--- config.mk ---
export PLATFORM = sky130hd
export DESIGN_NAME = hc595_frame_rx
export DESIGN_NICKNAME = d
export VERILOG_FILES = /design/src/rtl/hc595_frame_rx.sv
export SDC_FILE = /design/constraint.sdc
export NUM_CORES = 1
export LEC_CHECK = 0
export BUFFER_PORTS_ARGS = -buffer_cell sky130_fd_sc_hd__buf_2
export CAP_MARGIN = 20
export CELL_PAD_IN_SITES_DETAIL_PLACEMENT = 1
export CELL_PAD_IN_SITES_GLOBAL_PLACEMENT = 2
export CORE_ASPECT_RATIO = 0.7
export CORE_MARGIN = 2
export CORE_UTILIZATION = 24
export CTS_CLUSTER_DIAMETER = 60
export DETAILED_ROUTE_END_ITERATION = 8
export PLACE_DENSITY_LB_ADDON = 0.1
export RECOVER_POWER = 100
export SETUP_SLACK_MARGIN = 0.1
export SYNTH_ARGS = -nofsm -noshare
export SYNTH_HDL_FRONTEND = slang
export SYNTH_SLANG_ARGS = --single-unit
--- constraint.sdc ---
create_clock -name sys_clk -period 1.9 [get_ports sys_clk]
set_input_delay 0.19 -clock sys_clk [delete_from_list [all_inputs] [get_ports sys_clk]]
set_output_delay 0.19 -clock sys_clk [all_outputs]
set_load 0.05 [all_outputs]
--- src/rtl/hc595_frame_rx.sv ---
// Receiver for a 74HC595 serial display link: oversamples ds/shcp/stcp/oe on sys_clk,
// rebuilds the shift/storage word, decodes 7-segment digits and flags malformed frames.
module hc595_frame_rx #(
  parameter int SEL_WIDTH   = 6,
  parameter int SEG_WIDTH   = 8,
  parameter int SYNC_STAGES = 2
) (
  input  logic                   sys_clk,
  input  logic                   sys_rst,
  input  logic                   ds,
  input  logic                   shcp,
  input  logic                   stcp,
  input  logic                   oe,
  output logic [SEL_WIDTH-1:0]   sel_q,
  output logic [SEG_WIDTH-1:0]   seg_q,
  output logic                   latch_pulse,
  output logic [4*SEL_WIDTH-1:0] digit_code,
  output logic [SEL_WIDTH-1:0]   dp_flags,
  output logic                   scan_done,
  output logic                   err_len,
  output logic                   err_sel
);

  localparam int         WORD_W    = SEL_WIDTH + SEG_WIDTH;
  localparam logic [3:0] FRAME_LEN = 4'(WORD_W);

  // Synchroniser chain, bit order {oe, stcp, shcp, ds}
  logic [3:0]                   pin_vec;
  logic [SYNC_STAGES-1:0][3:0]  sync_reg;
  logic [3:0]                   sync_last;
  logic [1:0]                   hist_reg;
  logic                         shcp_rise_reg;
  logic                         stcp_rise_reg;
  logic                         ds_reg;
  logic                         oe_sync;

  assign pin_vec   = {oe, stcp, shcp, ds};
  assign sync_last = sync_reg[SYNC_STAGES-1];
  assign oe_sync   = sync_last[3];

  // ds is registered alongside the edge flags so the shifted bit lines up with its shcp rise
  always_ff @(posedge sys_clk) begin
    if (sys_rst) begin
      sync_reg      <= '0;
      hist_reg      <= '0;
      shcp_rise_reg <= 1'b0;
      stcp_rise_reg <= 1'b0;
      ds_reg        <= 1'b0;
    end else begin
      sync_reg      <= {sync_reg[SYNC_STAGES-2:0], pin_vec};
      hist_reg      <= sync_last[2:1];
      shcp_rise_reg <= sync_last[1] & ~hist_reg[0];
      stcp_rise_reg <= sync_last[2] & ~hist_reg[1];
      ds_reg        <= sync_last[0];
    end
  end

  // Shift register, bit counter and storage register
  logic [WORD_W-1:0] sr_reg;
  logic [WORD_W-1:0] word_reg;
  logic [WORD_W-1:0] word_next;
  logic [3:0]        cnt_reg;

  assign word_next = stcp_rise_reg ? sr_reg : word_reg;

  always_ff @(posedge sys_clk) begin
    if (sys_rst) begin
      sr_reg      <= '0;
      cnt_reg     <= '0;
      word_reg    <= {{SEG_WIDTH{1'b1}}, {SEL_WIDTH{1'b0}}};
      latch_pulse <= 1'b0;
      err_len     <= 1'b0;
      sel_q       <= '0;
      seg_q       <= '1;
    end else begin
      if (shcp_rise_reg)
        sr_reg <= {sr_reg[WORD_W-2:0], ds_reg};
      // A simultaneous shift lands in the new frame, so the count restarts at 1
      if (stcp_rise_reg)
        cnt_reg <= {3'b000, shcp_rise_reg};
      else if (shcp_rise_reg && cnt_reg != 4'hF)
        cnt_reg <= cnt_reg + 4'd1;
      word_reg    <= word_next;
      latch_pulse <= stcp_rise_reg;
      err_len     <= stcp_rise_reg && (cnt_reg != FRAME_LEN);
      sel_q       <= oe_sync ? '0 : word_next[SEL_WIDTH-1:0];
      seg_q       <= oe_sync ? '1 : word_next[WORD_W-1:SEL_WIDTH];
    end
  end

  // Decode stage, one cycle behind latch_pulse
  logic [SEG_WIDTH-1:0] seg_field;
  logic [SEL_WIDTH-1:0] sel_field;
  logic [SEL_WIDTH-1:0] sel_minus1;
  logic                 sel_onehot;
  logic                 dec_go;
  logic                 dec_ok;
  logic [3:0]           seg_code;
  logic [SEL_WIDTH-1:0] mask_reg;
  logic [SEL_WIDTH-1:0] mask_next;
  logic                 scan_hit;

  assign seg_field  = word_reg[WORD_W-1:SEL_WIDTH];
  assign sel_field  = word_reg[SEL_WIDTH-1:0];
  assign sel_minus1 = sel_field - {{(SEL_WIDTH-1){1'b0}}, 1'b1};
  assign sel_onehot = (sel_field != '0) && ((sel_field & sel_minus1) == '0);
  assign dec_go     = latch_pulse & ~err_len;
  assign dec_ok     = dec_go & sel_onehot;
  assign mask_next  = mask_reg | sel_field;
  assign scan_hit   = dec_ok && (mask_next == '1);

  always_comb begin
    seg_code = 4'hF;
    case (seg_field[6:0])
      7'h40:   seg_code = 4'h0;
      7'h79:   seg_code = 4'h1;
      7'h24:   seg_code = 4'h2;
      7'h30:   seg_code = 4'h3;
      7'h19:   seg_code = 4'h4;
      7'h12:   seg_code = 4'h5;
      7'h02:   seg_code = 4'h6;
      7'h78:   seg_code = 4'h7;
      7'h00:   seg_code = 4'h8;
      7'h10:   seg_code = 4'h9;
      7'h7F:   seg_code = 4'hA;
      7'h3F:   seg_code = 4'hB;
      default: seg_code = 4'hF;
    endcase
  end

  always_ff @(posedge sys_clk) begin
    if (sys_rst) begin
      mask_reg  <= '0;
      scan_done <= 1'b0;
      err_sel   <= 1'b0;
    end else begin
      err_sel   <= dec_go & ~sel_onehot;
      scan_done <= scan_hit;
      if (dec_ok)
        mask_reg <= scan_hit ? '0 : mask_next;
    end
  end

  generate
    for (genvar gi = 0; gi < SEL_WIDTH; gi++) begin : g_digit
      logic [3:0] code_reg;
      logic       dp_reg;

      always_ff @(posedge sys_clk) begin
        if (sys_rst) begin
          code_reg <= 4'hA;
          dp_reg   <= 1'b0;
        end else if (dec_ok && sel_field[gi]) begin
          code_reg <= seg_code;
          dp_reg   <= ~seg_field[SEG_WIDTH-1];
        end
      end

      assign digit_code[4*gi +: 4] = code_reg;
      assign dp_flags[gi]          = dp_reg;
    end
  endgenerate

endmodule

# == After elaboration in Yosys (flattened, before gate mapping) ==
# Index checks and enable logic that the tools add are counted.
# totals
elab_cells,78
regBits,99
inputBits,6
output_inout_bits,48
# classes
bitwise_logic,12
add_sub_neg,2
reduce_logical,16
mux,5
n_eq_ne,14
# ops
operator,n
one-hot mux 4 bit (12 select lines),1
== test 7 bit (second input constant),4
== test 7 x 5 -> 1 bit (second input constant),3
== test 7 x 6 -> 1 bit (second input constant),3
2-to-1 mux 14 bit,1
logical AND 1 bit,10
inequality test 4 bit (second input constant),2
== test 7 x 2 -> 1 bit (second input constant),1
zero test 7 bit,1
AND 6 bit,1
== test 6 bit (second input constant),1
zero test 6 bit,1
2-to-1 mux 6 bit,1
bitwise OR 6 bit,1
nonzero test 6 bit,1
subtractor 6 x 1 -> 6 bit (second input constant),1
AND 1 bit,5
NOT 1 bit,5
adder 4 x 1 -> 4 bit (second input constant),1
OR reduction 2 bit,2
2-to-1 mux 1 bit,2
nonzero test 2 bit,1

# == Logic depth before layout (Yosys ltp) ==
# logic_depth
ltp_word,7
mapped_depth,7

# == Worst setup path after synthesis ==
# OpenSTA, ideal clock, no wires.
# synth_timing
path_type,register -> register
start,reg latch_pulse
end,reg g_digit[3].code_reg[3]
stages_incl_launch_ff,6
t_required_ns,1.777
setup_slack_ns,-0.024
arrival_time_ns,1.801
cell_sequence,dfxtp_1 -> nand2b_1 -> or3_4 -> nor3_4 -> nor3b_1 -> a21oi_1
# synth_via
elab_chain_len,3
# synth_lines
element,line_no,source
from (decl),16,"output logic latch_pulse,"
from (signal assigned),84,latch_pulse <= stcp_rise_reg;
AND 1 bit,107,assign dec_go = latch_pulse & ~err_len;
AND 1 bit,108,assign dec_ok = dec_go & sel_onehot;
logical AND 1 bit,153,end else if (dec_ok && sel_field[gi]) begin
to (signal assigned),154,code_reg <= seg_code;
to (decl),146,logic [3:0] code_reg;
# No other way between the ends.
# A chain may end at the register's enable or synchronous reset.

# == Worst setup path in the final report ==
# layout_timing
start,reg word_reg[5]
end,reg scan_done
# layout_via
elab_chain_len,6
elab_cells_between_ends,9
classes_between,add/sub: 1; eq/ne: 1; bitwise: 3; reduce/logical: 4
# layout_lines
element,line_no,source
from (decl),60,logic [WORD_W-1:0] word_reg;
from (signal assigned),70,"word_reg <= {{SEG_WIDTH{1'b1}}, {SEL_WIDTH{1'b0}}};"
from (signal assigned),83,word_reg <= word_next;
subtractor 6 x 1 -> 6 bit,105,"assign sel_minus1 = sel_field - {{(SEL_WIDTH-1){1'b0}}, 1'b1};"
AND 6 bit,106,assign sel_onehot = (sel_field != '0) && ((sel_field & sel_minus1) == '0);
zero test 6 bit,106,
logical AND 1 bit,106,
AND 1 bit,108,
logical AND 1 bit *,110,assign scan_hit = dec_ok && (mask_next == '1);
to (signal assigned),138,scan_done <= scan_hit;
to (decl),19,"output logic scan_done,"
# Every way passes the cells marked *; elsewhere a longest branch is shown, timed or not.

==> metrics.csv <==
metric,value,unit
status,"finished, final reports clean",
ctsHoldBuffers,0,
drt_wl_total,9770,um
reg2reg_from,word_reg[5]$_SDFF_PP0_,
finalCoreUtilization,0.300,
grt_max_degree,36,
vias,2835,
maxSlewViolCount,0,
cts_htree_levels,3,
cap_violations,0,
switchingPower,0.959,mW
clock_power_share,0.456,
synth_ff_type,dfxtp_1,
die_h,109,um
clk_latency,0.35,ns
synth.cell_area,3760,sq um
p_int,3.32,mW
syn_avg_cell_area,9.88,sq um
port-buffer-count,53,
clk_pin_slew_worst_paths,0.07,ns
crit_path_end_kind,register,
p_comb_frac,0.048,
die_w,154,um
max_freq,0.580,GHz
worst_ep_required_time,2.18,ns
hold_path.class,input port to register,
via_per_inst,4.41,
min_period,1.73,ns
min_period_over_period,0.908,
place_congestion,0.727,
rrSetupSlack,0.17,ns
diodes,0,
final-hold-violation-count,0,
synthCells,381,
synth-seq-cells,99,
design.portCount,54,
dieArea,16700,sq um
wl_per_cell,15.2,um
antenna_found_initial,0,
clk_path_buf_depth,2,
rsz0062_at_grt,true,
crit_fanout,9,
finalWorstSetupSlack,0.175,ns
ys_warn_count,0,
dpl.hpwl,6930,um
worst_pin_slew,0.707,ns
initial_core_util,0.244,
cts.sinks,99,
power.leakage,1.57,nW
cts_root_buffer,clkbuf_16,
layout_commonest_cell,dfxtp_1,
core,15400,sq um
cts_made_buffers,9,
drtPass1Iterations,4,
yosysSeqAreaShare,0.527,
timing.slew.headroom,0.529,
dp_slack,-0.00239,ns
holdPathEnd,sync_reg[1]$_SDFF_PP0_,
ant_nets,0,
area_growth,22.9,%
first_iter_violations,147,
hp-start,shcp,
largest_register_ff_count,24,
rr_worst_depth,4,
grt_pass1_vias,2916,
r2r_end,scan_done$_SDFF_PP0_,
drive_gt1_frac,0.160,
arrival,2.01,ns
drc,0,
setup_violations,0,
syn_nets,389,
hold_path_depth,2,
rows,38,
async_flop_share,0,
fin_skew,0.00707,ns
critPathLaunch,word_reg[5]$_SDFF_PP0_,
swShare,0.224,
cts_tree,yes,
pwr-share-seq,0.497,
pwr_density_cell,925,nW/um^2
final_nets,447,
synth_edf_count,0,
vdd_drop_max,501,uV
grt_pass1_wl,16000,um
layout_common_cells,"93 x dfxtp_1, 52 x clkbuf_1, 51 x nor2_1",
synth_cell_types,48,
gr-total-overflow,0,
setup.worst_path.class,register to register,
start_kind,register,
gr-usage-all-layers,0.126,
==> stage by stage <==
stage	TNS [ns]	hold slack [ns]	total power [mW]	instance area (sq um)	cells
3_3_place_gp	0	0.372	2.38	4290	623
6_report	0	0.0534	4.28	4620	643
4_1_cts	0	0.0376	4.37	4650	641
3_5_place_dp	-0.00308	0.378	2.38	4290	623
2_1_floorplan	0	0.301	2.30	3760	381
5_1_grt	0	0.0466	4.47	4620	643
==> layer usage <==
layer	wire, um	part of all wire	vias up	global-route usage
li1	-	-	1443	-
met1	5340	0.55	1344	0.181
met2	3980	0.41	41	0.179
met3	372	0.038	7	0.0429
met4	88	0.0090	0	0.0315
met5	0	0	-	0
==> cells in the mapped netlist, drive strengths merged (6+ instances only) <==
| cell | instances | share of area |
|---|---|---|
| buf | 14 | 0.024 |
| dfxtp | 99 | 0.53 |
| or2 | 9 | 0.015 |
| nor3 | 35 | 0.054 |
| nor2 | 51 | 0.051 |
| a211oi | 12 | 0.024 |
| nor2b | 25 | 0.042 |
| a21oi | 20 | 0.030 |
| clkbuf | 16 | 0.016 |
| mux2i | 26 | 0.069 |
| a211o | 8 | 0.019 |
| nor3b | 6 | 0.012 |
| nand2 | 9 | 0.0090 |
==> power groups by stage <==
| stage | sequential (mW) | clock (mW) | combinational [mW] |
|---|---|---|---|
| 5_1_grt | 2.13 | 2.12 | 0.224 |
| 2_1_floorplan | 2.18 | 0 | 0.121 |
| 4_1_cts | 2.12 | 2.03 | 0.214 |
| 3_3_place_gp | 2.17 | 0 | 0.210 |
| 6_report | 2.12 | 1.95 | 0.203 |
| 3_5_place_dp | 2.17 | 0 | 0.210 |
==> cell type report <==
cell class                      instances  area [sq um]
Sequential cell                        99          1990
Fill cell                            1804         10800
Clock inverter                          6          90.1
Inverter                                2          7.51
Tap cell                              200           250
Multi-Input combinational cell        250          1660
Timing Repair Buffer                   77           400
Clock buffer                            9           225
==> how the worst max path moves through the flow <==
stage	slack, ns	to	depth (start not counted)
floorplan	0.13	g_digit[2].code_reg[3]$_SDFFE_PP1P_	5
global placement	0.02	g_digit[0].code_reg[1]$_SDFFE_PP1P_	5
detailed placement	-0.002	g_digit[3].code_reg[3]$_SDFFE_PP1P_	5
CTS	0.11	g_digit[3].code_reg[3]$_SDFFE_PP1P_	6
global route	0.03	g_digit[2].code_reg[0]$_SDFFE_PP0P_	6
finish	0.17	scan_done$_SDFF_PP0_	4
==> repair_timing <==
item / 4_1_cts / 5_1_grt
pin swaps: 3 / 2
buffers inserted: 3 / 2
endpoints found under the setup margin: 13 / 28
resized for setup: 2 / 14
==> critical path: stages, from the launching register on <==
cell and delay [ns]:
dfxtp_1 0.58, o22ai_1 0.14, or4_1 0.53, a21oi_4 0.25, nor2b_1 0.16
==> cells by family (layout without fill, tap and decap cells) <==
family                     after synthesis  in the layout  synth area share
AOI/OAI and AO/OA                       59             59             0.119
xor gates and xnor gates                 1              1           0.00233
adders and majority gates                2              2           0.00665
buffers and inverters                   32             94            0.0419
DFF                                     99             99             0.527
muxes                                   26             26            0.0691
and+or+nand+nor                        162            162             0.235
Power figures use the tool's default switching activity.
